==> src/rtl/counter_defs.sv <==
// Shared definitions for the modulo up/down counter family.
package counter_defs;

    localparam logic DIR_UP   = 1'b1;
    localparam logic DIR_DOWN = 1'b0;

    typedef enum logic [2:0] {
        ACT_HOLD,
        ACT_CLEAR,
        ACT_LOAD,
        ACT_MANUAL,
        ACT_RUN
    } count_action_e;

endpackage

==> src/rtl/rise_edge_detect.sv <==
// Rising-edge detector with a one-bit registered history.
module rise_edge_detect (
    input  logic clk,
    input  logic reset,
    input  logic sig,
    output logic rise
);

    logic sig_q;

    always_ff @(posedge clk or posedge reset) begin
        if (reset) sig_q <= 1'b0;
        else       sig_q <= sig;
    end

    assign rise = sig & ~sig_q;

endmodule

==> src/rtl/modulo_updown_counter.sv <==
// Modulo-N up/down counter with clear, clamped load, edge-driven manual
// adjust, and registered carry/borrow pulses for cascading.
module modulo_updown_counter
    import counter_defs::*;
#(
    parameter int WIDTH   = 7,
    parameter int MODULUS = 100,
    parameter int WRAP    = 1
) (
    input  logic             clk,
    input  logic             reset,
    input  logic             clear,
    input  logic             load_en,
    input  logic [WIDTH-1:0] load_value,
    input  logic             set_mode,
    input  logic             manual_inc,
    input  logic             manual_dec,
    input  logic             count_en,
    input  logic             dir,
    output logic [WIDTH-1:0] count_out,
    output logic             carry_out,
    output logic             borrow_out,
    output logic             at_max,
    output logic             at_zero
);

    localparam logic [WIDTH-1:0] MAX_VAL = WIDTH'(MODULUS - 1);

    logic             inc_edge, dec_edge;
    logic [WIDTH-1:0] count_q, count_nxt;
    logic             carry_q, carry_nxt;
    logic             borrow_q, borrow_nxt;
    logic             step_up, step_down;
    logic             pulses_allowed;
    count_action_e    action;

    rise_edge_detect u_inc_edge (
        .clk   (clk),
        .reset (reset),
        .sig   (manual_inc),
        .rise  (inc_edge)
    );

    rise_edge_detect u_dec_edge (
        .clk   (clk),
        .reset (reset),
        .sig   (manual_dec),
        .rise  (dec_edge)
    );

    always_comb begin
        action         = ACT_HOLD;
        step_up        = 1'b0;
        step_down      = 1'b0;
        pulses_allowed = 1'b0;
        count_nxt      = count_q;
        carry_nxt      = 1'b0;
        borrow_nxt     = 1'b0;

        if (clear)         action = ACT_CLEAR;
        else if (load_en)  action = ACT_LOAD;
        else if (set_mode) action = ACT_MANUAL;
        else if (count_en) action = ACT_RUN;

        case (action)
            ACT_MANUAL: begin
                step_up   = inc_edge & ~dec_edge;
                step_down = dec_edge & ~inc_edge;
            end
            ACT_RUN: begin
                step_up        = (dir == DIR_UP);
                step_down      = (dir == DIR_DOWN);
                pulses_allowed = 1'b1;
            end
            default: ;
        endcase

        // Limits are tested before the add so the count never leaves range.
        case (action)
            ACT_CLEAR: count_nxt = '0;
            ACT_LOAD:  count_nxt = (load_value > MAX_VAL) ? MAX_VAL : load_value;
            default: begin
                if (step_up) begin
                    if (count_q == MAX_VAL) begin
                        if (WRAP != 0) begin
                            count_nxt = '0;
                            carry_nxt = pulses_allowed;
                        end
                    end else begin
                        count_nxt = count_q + 1'b1;
                    end
                end else if (step_down) begin
                    if (count_q == '0) begin
                        if (WRAP != 0) begin
                            count_nxt  = MAX_VAL;
                            borrow_nxt = pulses_allowed;
                        end
                    end else begin
                        count_nxt = count_q - 1'b1;
                    end
                end
            end
        endcase
    end

    always_ff @(posedge clk or posedge reset) begin
        if (reset) begin
            count_q  <= '0;
            carry_q  <= 1'b0;
            borrow_q <= 1'b0;
        end else begin
            count_q  <= count_nxt;
            carry_q  <= carry_nxt;
            borrow_q <= borrow_nxt;
        end
    end

    assign count_out  = count_q;
    assign carry_out  = carry_q;
    assign borrow_out = borrow_q;
    assign at_max     = (count_q == MAX_VAL);
    assign at_zero    = (count_q == '0);

endmodule
==> config.mk <==
export PLATFORM = sky130hd
export DESIGN_NAME = modulo_updown_counter
export DESIGN_NICKNAME = d
export VERILOG_FILES = /design/src/rtl/counter_defs.sv /design/src/rtl/rise_edge_detect.sv /design/src/rtl/modulo_updown_counter.sv
export SDC_FILE = /design/constraint.sdc
export NUM_CORES = 1
export LEC_CHECK = 0
export BUFFER_PORTS_ARGS = -buffer_cell sky130_fd_sc_hd__buf_2
export CORE_UTILIZATION = 50
export CTS_CLUSTER_SIZE = 10
export DETAILED_ROUTE_END_ITERATION = 10
export HOLD_SLACK_MARGIN = 0.1
export MAX_ROUTING_LAYER = met4
export PLACE_DENSITY_LB_ADDON = 0.12
export SETUP_SLACK_MARGIN = 0.3
export SKIP_CTS_REPAIR_TIMING = 1
export SLEW_MARGIN = 20
export SYNTH_ARGS = -nofsm -noshare
export SYNTH_HDL_FRONTEND = slang
export SYNTH_HIERARCHICAL = 1
export SYNTH_SLANG_ARGS = --single-unit
==> constraint.sdc <==
create_clock -name clk -period 2 [get_ports clk]
set_clock_uncertainty 0.05 [all_clocks]
set_input_delay 0.4 -clock clk [delete_from_list [all_inputs] [get_ports clk]]
set_output_delay 0.4 -clock clk [all_outputs]
set_load 0.01 [all_outputs]
# --- Word-level counts from Yosys, hierarchy flattened ---
# Cells that the tools add are included.
op_classes:
  bitwise_logic: 9
  shift: 0
  magnitude_cmp: 1
  eq_ne: 5
  n_div: 0
  add_sub_neg: 2
  n_reduce_logical: 3
  muxes: 20
  mul: 0
op_table:
  columns: ["cell", "n"]
  rows:
  - ["7-bit 2-to-1 mux", 5]
  - ["7-bit case mux with 2 select lines", 1]
  - ["3-bit 2-to-1 mux", 4]
  - ["1-bit 2-to-1 mux", 8]
  - ["7-bit by 1-bit adder with 7-bit output, second input constant", 1]
  - ["7-bit equality test, second input constant", 1]
  - ["7-bit greater-than comparator, second input constant", 1]
  - ["7-bit zero test", 1]
  - ["7-bit by 1-bit subtractor with 7-bit output, second input constant", 1]
  - ["3-bit by 2-bit equality test with 1-bit output, second input constant", 2]
  - ["1-bit inverter", 5]
  - ["1-bit bitwise AND", 4]
  - ["1-bit case mux with 2 select lines", 2]
  - ["4-bit nonzero test", 1]
  - ["3-bit by 1-bit equality test with 1-bit output, second input constant", 1]
  - ["3-bit equality test, second input constant", 1]
  - ["2-bit OR reduction", 1]
totals:
  ram_bits: 0
  elab_cells: 45
  mem_bits_ro: 0
  n_memories: 0
  register_bits: 11
  latchBits: 0

# --- Longest topological paths before layout ---
# Gate-level depths: netlist (run 1).
logic_depth:
  word_depth: 10
  depth_mapped: 7
  depth_no_buf: 7

# --- Cells and area by module ---
# The synthesis (run 1) kept the hierarchy.
by_module_without_submodules:
  columns: ["mod", "n_inst", "area_per_inst_um2", "cells_per_inst", "seq_area_each_um2"]
  rows:
  - ["modulo_updown_counter", 1, 860.8, 104, 225.2]
  - ["rise_edge_detect", 2, 42.5, 3, 25.0]

# --- Worst setup path after synthesis (run 1) ---
# Ideal clock, no wire load.
synth_timing:
  path_type: "flip-flop to flip-flop"
  from: "register count_q[3] (netlist: count_out[3])"
  to: "register count_q[2] (netlist: count_out[2])"
  path_slack_ps: 305
  required_ps: 1818
  stages_incl_launch_ff: 8
  t_arrival_ps: 1513
  synth_period_minus_slack_ps: 1695
  cell_sequence: "dfrtp_1 > buf_4 > nor4_4 > and3b_1 > buf_4 > nor3_1 > a211oi_1 > o211ai_1"
synth_via:
  elab_chain_len: 5
synth_rtl:
  columns: ["item", "line", "source"]
  rows:
  - ["start, declared", "modulo_updown_counter.sv:30", "logic [WIDTH-1:0] count_q, count_nxt;"]
  - ["start signal, assigned", "modulo_updown_counter.sv:112", "count_q <= count_nxt;"]
  - ["7-bit zero test", null, null]
  - ["named net at_zero", "modulo_updown_counter.sv:24", "output logic at_zero"]
  - ["7-bit 2-to-1 mux", "modulo_updown_counter.sv:93", "if (count_q == '0) begin"]
  - ["7-bit 2-to-1 mux", "modulo_updown_counter.sv:92", "end else if (step_down) begin"]
  - ["7-bit 2-to-1 mux", "modulo_updown_counter.sv:83", "if (step_up) begin"]
  - ["7-bit case mux with 2 select lines", "modulo_updown_counter.sv:79", "case (action)"]
# The timed path passes the listed nets, and every way through them passes these cells. The select of a mux whose other input is x is not followed.
# A chain may end at the register's enable or synchronous reset.

# --- Worst setup path after layout (run 1) ---
layout_timing:
  from: "register count_q[1] (netlist: count_out[1])"
  to: "register count_q[4] (netlist: count_out[4])"
layout_via:
  elab_chain_len: 5
layout_rtl:
  columns: ["item", "line"]
  rows:
  - ["7-bit by 1-bit subtractor with 7-bit output or 7-bit zero test (tied branches)", "modulo_updown_counter.sv:99, modulo_updown_counter.sv:93"]
  - ["7-bit 2-to-1 mux", "modulo_updown_counter.sv:93"]
  - ["7-bit 2-to-1 mux", "modulo_updown_counter.sv:92"]
  - ["7-bit 2-to-1 mux (*)", "modulo_updown_counter.sv:83"]
  - ["7-bit case mux with 2 select lines (*)", "modulo_updown_counter.sv:79"]
# Every way passes the cells marked *; elsewhere a longest branch is shown, timed or not. The select of a mux whose other input is x is not followed.

==> metrics.txt, run 1 <==
setup TNS 0 ns; Final HPWL DP 1900 um; fmax 531 MHz; sequential-to-total area share from yosys stat 29.1%; initial antenna violation count 0; PwrDens 577 nW/um2; die area 2070 um2; leading cell types in the layout, fill and taps excluded buf_2 (26), buf_4 (16), inv_1 (9), nand2_1 (8), dfrtp_1 (7); top cell type's share of synthesized area 29.1%; WL per Instance 15.8 um; die height 45.5 um; TritonCTS clock tree done; CTS Buf Count 3; Hold Vio Cnt, Final 0; status finished clean; reg2reg setup slack 0.12 ns; FP Rows 15; CP Class register to register; HP Start manual_inc; fin crit share 94.1%; sequential share of power 35.4%; crit path launch type register; vias 1076; Mean Syn Cell Area 8.60 um2; clock power share 20.2%; Worst Setup End Kind register; core area 1750 um2; clk sinks 11; worst-path fanout max 5; first-pass GRT wire length 3890 um; fin. max-slew vios 0; I/O Pins 27; Synth area leaders dfrtp_1 (29%), nor4_4 (4.5%), ha_1 (4.0%), inv_1 (4.0%), o211ai_1 (4.0%); Internal 0.484 mW; top sig layer met4; Routed Antenna Nets 0; total global-route track usage 27.0%; hold crit path type primary input to register; wire length on met3 265 um; distinct cell type count after synthesis 39; critical path, cell by cell buf_4, inv_2, ha_1, inv_1, o31ai_1, a211oi_1, a31oi_1, o211ai_1; final wirelength 2790 um; Clk Tree Root Cell clkbuf_4; switching share of total power 37.3%; final setup fails 0; Sw Pwr 0.288 mW; Remaining DRCs 0; Synth Register Bits 11; Post-Syn Instances 110; post-route cell area 1340 um2; vias in the first global route 839; Least-Margin Pin Slew 0.388 ns; nets 172; CP endpoint count_out[4]$_DFFE_PP0P_; slowest stage delay, CP 0.45 ns; Comb pwr share 44.4%; filler cell count 129; crit path launch count_out[1]$_DFFE_PP0P_; vias per cell 6.08; n_diodes 0; Worst EP arrival 1.96 ns; Congestion Overflow GR 0; Worst R2R Start count_out[1]$_DFFE_PP0P_; max-capacitance violation count 0; Req. time, crit path 2.08 ns; syn_nets 129; DP Area 1130 um2; leading area contributor after synthesis dfrtp_1; leakage 0.600 nW; VDD IR-drop max 0.406 mV; r2r endpoint count_out[4]$_DFFE_PP0P_; Clk Latency, worst-skew pair 0.26 ns; Worst-path clk slew 0.08 ns; Synth warnings 6; RSZ-0062 raised after global routing true; Port Buffer Count 26; largest net degree at the start of global routing 12; slowest CP cell dfrtp_2; relative slew slack 74.1%; share of cells above drive strength 1 46.7%; Syn Std Cell Area 946 um2; DRT Pass-1 Iters 5; met2 WL post-DR 1310 um; clock buffer depth 2; final worst path period need 1.88 ns; placer congestion estimate 0.880; Layout area overhead 41.4%; violation count after the first detailed-routing iteration 84; Max H-tree Level 1; R2R depth 8; die width 45.5 um; Starting Density 54.2%; fin util 76.6%; M1 wire length 1130 um; commonest non-fill, non-tap cell in the layout buf_2
==> Yosys cell counts (all sizes together) <==
| master | number |
|---|---|
| dfrtp | 11 |
| inv | 10 |
| nand2 | 8 |
| nor3 | 7 |
| buf | 6 |
| o211ai | 5 |
| nor2b | 4 |
| nor4 | 4 |
| o22ai | 4 |
| a211oi | 3 |
| a21oi | 3 |
| a31oi | 3 |
| and3 | 3 |
| ha | 3 |
| nor2 | 3 |
| xnor2 | 3 |
| a311oi | 2 |
| and2 | 2 |
| clkbuf | 2 |
| nand2b | 2 |
| nand3 | 2 |
| o21ai | 2 |
| o311ai | 2 |
| o31ai | 2 |
| o32a | 2 |
| xor2 | 2 |
| a2111oi | 1 |
| a22o | 1 |
| a22oi | 1 |
| and3b | 1 |
| and4b | 1 |
| nand3b | 1 |
| nand4 | 1 |
| nor3b | 1 |
| o21a | 1 |
| or2 | 1 |
==> logic make-up after synthesis <==
family | synth area share, %
AND/OR/NAND/NOR | 29.2
AO/OA/AOI/OAI | 24.6
buffers and inverters | 8.47
flip-flops | 29.1
XOR/XNOR | 4.63
adder cells (fa/ha/maj) | 3.97
==> routing by layer <==
layer	vias up	GRT usage (%)
met1	482	38.7
met4	0	5.45
met5	-	-
met2	84	40.3
li1	492	-
met3	18	3.57
==> registers in the layout, summed over array words and instances, names as in the netlist <==
name / count
u_dec_edge/sig_q: 1
count_out: 7
borrow_out: 1
u_inc_edge/sig_q: 1
carry_out: 1
==> per-stage QoR <==
stage | instances | setup slack (ns) | hold WS [ns] | total power [mW]
6_report | 177 | 0.118 | 0.204 | 0.772
5_1_grt | 177 | 0.00720 | 0.203 | 0.807
4_1_cts | 166 | -0.107 | -0.0767 | 0.698
2_1_floorplan | 110 | 0.305 | 0.0787 | 0.461
3_3_place_gp | 162 | 0.150 | 0.202 | 0.540
3_5_place_dp | 162 | 0.0937 | 0.211 | 0.545
==> worst max-delay path, delay by kind of cell (launching register included) <==
| family | cells | cell delay (ns) |
|---|---|---|
| adder cells (fa/ha/maj) | 1 | 0.23 |
| flip-flops | 1 | 0.45 |
| AO/OA/AOI/OAI | 4 | 0.71 |
| buffers and inverters | 3 | 0.30 |
==> power groups by stage <==
stage | registers, mW | clock network [mW] | logic [mW]
final | 0.274 | 0.156 | 0.343
after global placement | 0.273 | 0 | 0.267
after CTS | 0.270 | 0.156 | 0.272
after floorplan | 0.267 | 0 | 0.194
after detailed placement | 0.274 | 0 | 0.271
after global routing | 0.276 | 0.166 | 0.365
==> worst min-delay path by stage <==
stage | endpoint | slack [ns] | cells after the start
2_1_floorplan | u_dec_edge/sig_q$_DFF_PP0_ | 0.08 | 1
6_report | u_inc_edge/sig_q$_DFF_PP0_ | 0.20 | 1
3_5_place_dp | u_inc_edge/sig_q$_DFF_PP0_ | 0.21 | 2
5_1_grt | u_inc_edge/sig_q$_DFF_PP0_ | 0.20 | 1
3_3_place_gp | u_dec_edge/sig_q$_DFF_PP0_ | 0.20 | 2
4_1_cts | u_inc_edge/sig_q$_DFF_PP0_ | -0.08 | 2
==> area by class of cell <==
class                   count  area [um2]  share of cell area, %
clock buffers               4        26.3                   1.96
flip-flops and latches     11         280                   21.0
well taps                  25        31.3                   2.34
repair buffers             46         294                   22.0
multi-input cells          81         668                   50.0
inverters                  10        37.5                   2.81
Power figures use the tool's default switching activity.
==> run 2, diff against run 1 <==
- SYNTH_HIERARCHICAL: 1 -> default
==> run 2 against run 1 <==
Net effect: wire length rose by 9.5%; non-clock buffer count fell by 2; maximum frequency is 10% lower; synthesized area up 5.6%; synthesized cell count up 15%; the flow now finishes with violations (setup timing); via count increased by 9.9%; worst setup slack got worse by 0.21 ns.
==> metrics.txt, run 2 <==
total power 0.818 mW; relative slew slack 67.1%; Synth Area in Compound Gates 24.4%; Least-Margin Pin Slew 0.493 ns; syn_nets 146; die width 46.7 um; worst-path fanout max 3; Hold Vio Cnt, Final 0; clock buffer depth 2; fmax 477 MHz; Final HPWL DP 2110 um; fin. max-slew vios 0; Post-Syn Instances 127; Worst Hold Slack 0.0666 ns; Worst EP arrival 1.65 ns; Worst Setup End Kind output pin; Congestion Overflow GR 0; Synth Area in Adders 3.76%; commonest non-fill, non-tap cell in the layout buf_2; largest net degree at the start of global routing 13; Req. time, crit path 1.55 ns; CTS Buf Count 3; Max H-tree Level 1; final wirelength 3060 um; mux cell area share after synthesis 1.00%; vias in the first global route 968; VDD IR-drop max 0.352 mV; vias 1183; n_diodes 0; clk sinks 11; core area 1800 um2; xor-xnor portion of the synthesized cell area 3.51%; Worst-path clk slew 0.09 ns; Routed Antenna Nets 0; ys async rst share 100%; main combinational cell family by area after synthesis simple AND/OR/NAND/NOR gates; worst slack, placed 0.0497 ns; die height 46.7 um; max reg flops 7; Worst Slack Setup Final -0.0962 ns; DP Area 1220 um2; post-route cell area 1390 um2; TritonCTS clock tree done; fin crit share 105%; failing checks setup timing; Port Buffer Count 26; Synth Register Bits 11; critical path, cell by cell or4_4, nor3b_4, buf_2; initial antenna violation count 0; Synth area leaders dfrtp_1 (28%), nor2_1 (4.9%), ha_1 (3.8%), nor2b_1 (3.1%), nor3_1 (3.0%); DRT Pass-1 Iters 4; vias per cell 6.16; nets 187; slowest CP cell or4_4; sequential-to-total area share from yosys stat 27.6%; WL per Instance 15.9 um; Clk Latency, worst-skew pair 0.29 ns; most numerous cell in the Yosys netlist nor2_1; I/O Pins 27; total global-route track usage 29.4%; share of cells above drive strength 1 40.1%; max-capacitance violation count 0; status finished with violations; Syn Std Cell Area 998 um2; FP Rows 15; RSZ-0062 raised after global routing true; Synth warnings 0; Synth top cells by count nor2_1 (13), dfrtp_1 (11), nand2_1 (8); Mean Syn Cell Area 7.86 um2; placer congestion estimate 0.882; PwrDens 588 nW/um2; Starting Density 55.4%; Layout area overhead 39.2%; crit path launch type register; die area 2180 um2; leakage 0.631 nW; Worst Path Buf+Inv 1; violation count after the first detailed-routing iteration 50; WP depth 3; first-pass GRT wire length 4390 um; slowest stage delay, CP 0.57 ns; distinct cell type count after synthesis 45; hold crit path type primary input to asynchronous set/reset pin; leading area contributor after synthesis dfrtp_1; EDFF count, synth 0; leading cell types in the layout, fill and taps excluded buf_2 (26), buf_4 (18), nor2_1 (12), dfrtp_1 (9), nand2_1 (8); Synth Area in Simple Gates 33.5%; top cell type's share of synthesized area 27.6%; final setup fails 3; final worst path period need 2.10 ns; crit-path leading delay family simple AND/OR/NAND/NOR gates; Clk Tree Root Cell clkbuf_4; CP Class register to output pin; ys flop type dfrtp_1; Remaining DRCs 0; R2R depth 6
## run 2: worst paths after layout
path	from	endpoint	slack, ns
max	count_out[3]$_DFFE_PP0P_	at_zero	-0.1
min	reset	count_out[5]$_DFFE_PP0P_	0.07
max reg2reg	count_out[3]$_DFFE_PP0P_	count_out[0]$_DFFE_PP0P_	-0.03
min reg2reg	count_out[1]$_DFFE_PP0P_	count_out[1]$_DFFE_PP0P_	0.53
max in group asynchronous	reset	count_out[1]$_DFFE_PP0P_	1.47
min in group clk	manual_dec	u_dec_edge.sig_q$_DFF_PP0_	0.17
## run 2: cell families after synthesis
logic type / Yosys count
AND/OR/NAND/NOR: 59
AO/OA/AOI/OAI: 35
buffers and inverters: 14
flip-flops: 11
XOR/XNOR: 4
adder cells (fa/ha/maj): 3
multiplexers: 1
## run 2: area by class of cell
class / count / area (um2)
multi-input combinational: 102 / 766
fill: 140 / 412
inverter: 6 / 22.5
clock inverter: 1 / 5.00
sequential: 11 / 278
tap: 25 / 31.3
timing repair buffer: 44 / 265
clock buffer: 3 / 22.5
## run 2: per-stage QoR
step	util, %	instances	TNS [ns]
after floorplan	-	127	-0.112
after global placement	67.8	183	0
after detailed placement	67.8	183	0
after CTS	69.4	187	-0.231
after global routing	77.2	192	-0.268
final	77.2	192	-0.126
## run 2: report_power, final
| group | switching, mW | internal (mW) | total (mW) |
|---|---|---|---|
| combinational | 0.216 | 0.168 | 0.384 |
| sequential | 0.0216 | 0.244 | 0.266 |
| clock | 0.0940 | 0.0744 | 0.168 |
## run 2: per-layer routing
layer | global-route usage (%) | wire, um | up-vias
met5 | - | 0 | -
met4 | 7.43 | 74 | 0
met3 | 3.92 | 208 | 9
met2 | 46.7 | 1440 | 69
met1 | 39.4 | 1340 | 543
li1 | - | - | 562
==> run 3, diff against run 2 <==
- CORE_UTILIZATION: 50 -> 45
- TNS_END_PERCENT: default -> 1
==> run 3 against run 2 <==
Net effect: sequential share of layout area is 1.8 points higher; power decreased by 5.8%; the flow still finishes with violations (setup timing); register-to-register slack got worse by 0.02 ns; flip-flop and latch count is the same; worst setup slack lost 0.027 ns; maximum frequency is 1.2% lower; count of clock-buffer cells in the layout is the same; sequential power is essentially flat; clock power about the same; non-clock buffer count fell by 4; first-iteration DRC count up 42%.
==> metrics.txt, run 3 (synthesis gave the netlist of run 2 again) <==
status finished with violations; failing checks setup timing; Hold Vio Cnt, Final 0; filler cell count 196; final setup fails 2; violation count after the first detailed-routing iteration 71; FP Rows 16; post-route cell area 1280 um2; total placed cells including tap cells 184; DP Area 1210 um2; I/O Pins 27; Routed Antenna Nets 0; crit path launch type register; WL per Instance 14.8 um; share of cells above drive strength 1 32.5%; r2r endpoint count_out[0]$_DFFE_PP0P_; setup TNS -0.176 ns; fin crit share 106%; commonest non-fill, non-tap cell in the layout buf_2; Layout area overhead 27.8%; Worst R2R Start count_out[2]$_DFFE_PP0P_; relative slew slack 69.4%; fin util 63.1%; Congestion Overflow GR 0; Starting Density 49.4%; Req. time, crit path 1.55 ns; Max H-tree Level 1; R2R depth 6; leakage 0.595 nW; vias in the first global route 1051; placer congestion estimate 0.862; Worst Path Buf+Inv 1; Clk Tree Root Cell clkbuf_4; final wirelength 2810 um; CTS Buf Count 3; n_diodes 0; leading cell types in the layout, fill and taps excluded buf_2 (26), buf_4 (14), nor2_1 (13), dfrtp_1 (9), nand2_1 (8); die area 2410 um2; vias per cell 5.97; slowest CP cell or4_4; Final HPWL DP 2130 um; RSZ-0062 raised after global routing true; total global-route track usage 26.2%; Final Non-Filler Cells 190; worst slack, placed 0.0188 ns; fmax 471 MHz; hold crit path type primary input to asynchronous set/reset pin; total power 0.771 mW; die width 49.1 um; core area 2020 um2; crit-path leading delay family simple AND/OR/NAND/NOR gates; nets 183; PwrDens 604 nW/um2; die height 49.1 um; Port Buffer Count 26; CP Class register to output pin; fin. max-slew vios 0; vias 1134; first-pass GRT wire length 4780 um; Worst Hold Slack 0.0575 ns; final worst path period need 2.12 ns; Least-Margin Pin Slew 0.459 ns; reg2reg setup slack -0.05 ns; Worst Slack Setup Final -0.123 ns; clock buffer depth 2; max-capacitance violation count 0; VDD IR-drop max 0.375 mV; Worst EP arrival 1.67 ns; largest net degree at the start of global routing 13; initial antenna violation count 0; Remaining DRCs 0; worst-path fanout max 4; slowest stage delay, CP 0.57 ns; max reg flops 7; Worst Setup End Kind output pin; Worst-path clk slew 0.09 ns; critical path, cell by cell or4_4, nor3b_4, buf_2; TritonCTS clock tree done; DRT Pass-1 Iters 4; clk sinks 11; Clk Latency, worst-skew pair 0.28 ns
-- run 3: metal layers --
layer | share of wire [%] | global-route usage [%] | routed length [um]
met5 | 0 | - | 0
met4 | 1.3 | 8.33 | 37
met3 | 6.4 | 2.18 | 181
met2 | 48 | 42.0 | 1340
met1 | 45 | 34.7 | 1250
-- run 3: layout make-up --
cell class	instances	area (um2)	area share (%)
inverter	6	22.5	1.76
clock buffer	3	22.5	1.76
multi-input combinational	102	679	53.2
tap	27	33.8	2.65
sequential	11	278	21.8
clock inverter	1	5.00	0.392
timing repair buffer	40	235	18.4
-- run 3: power breakdown --
group          leakage [nW]  internal, mW  switching, mW
Clock                0.0177        0.0743         0.0941
Combinational         0.438         0.148          0.186
Sequential            0.139         0.244         0.0244
-- run 3: worst max-delay path by stage --
stage	start	cells after the start	end	slack (ns)
2_1_floorplan	count_out[4]$_DFFE_PP0P_	6	count_out[0]$_DFFE_PP0P_	-0.11
3_3_place_gp	count_out[3]$_DFFE_PP0P_	5	count_out[0]$_DFFE_PP0P_	0.07
3_5_place_dp	count_out[3]$_DFFE_PP0P_	5	count_out[0]$_DFFE_PP0P_	0.02
4_1_cts	count_out[3]$_DFFE_PP0P_	3	at_zero	-0.21
5_1_grt	count_out[2]$_DFFE_PP0P_	3	at_zero	-0.17
6_report	count_out[2]$_DFFE_PP0P_	3	at_zero	-0.12
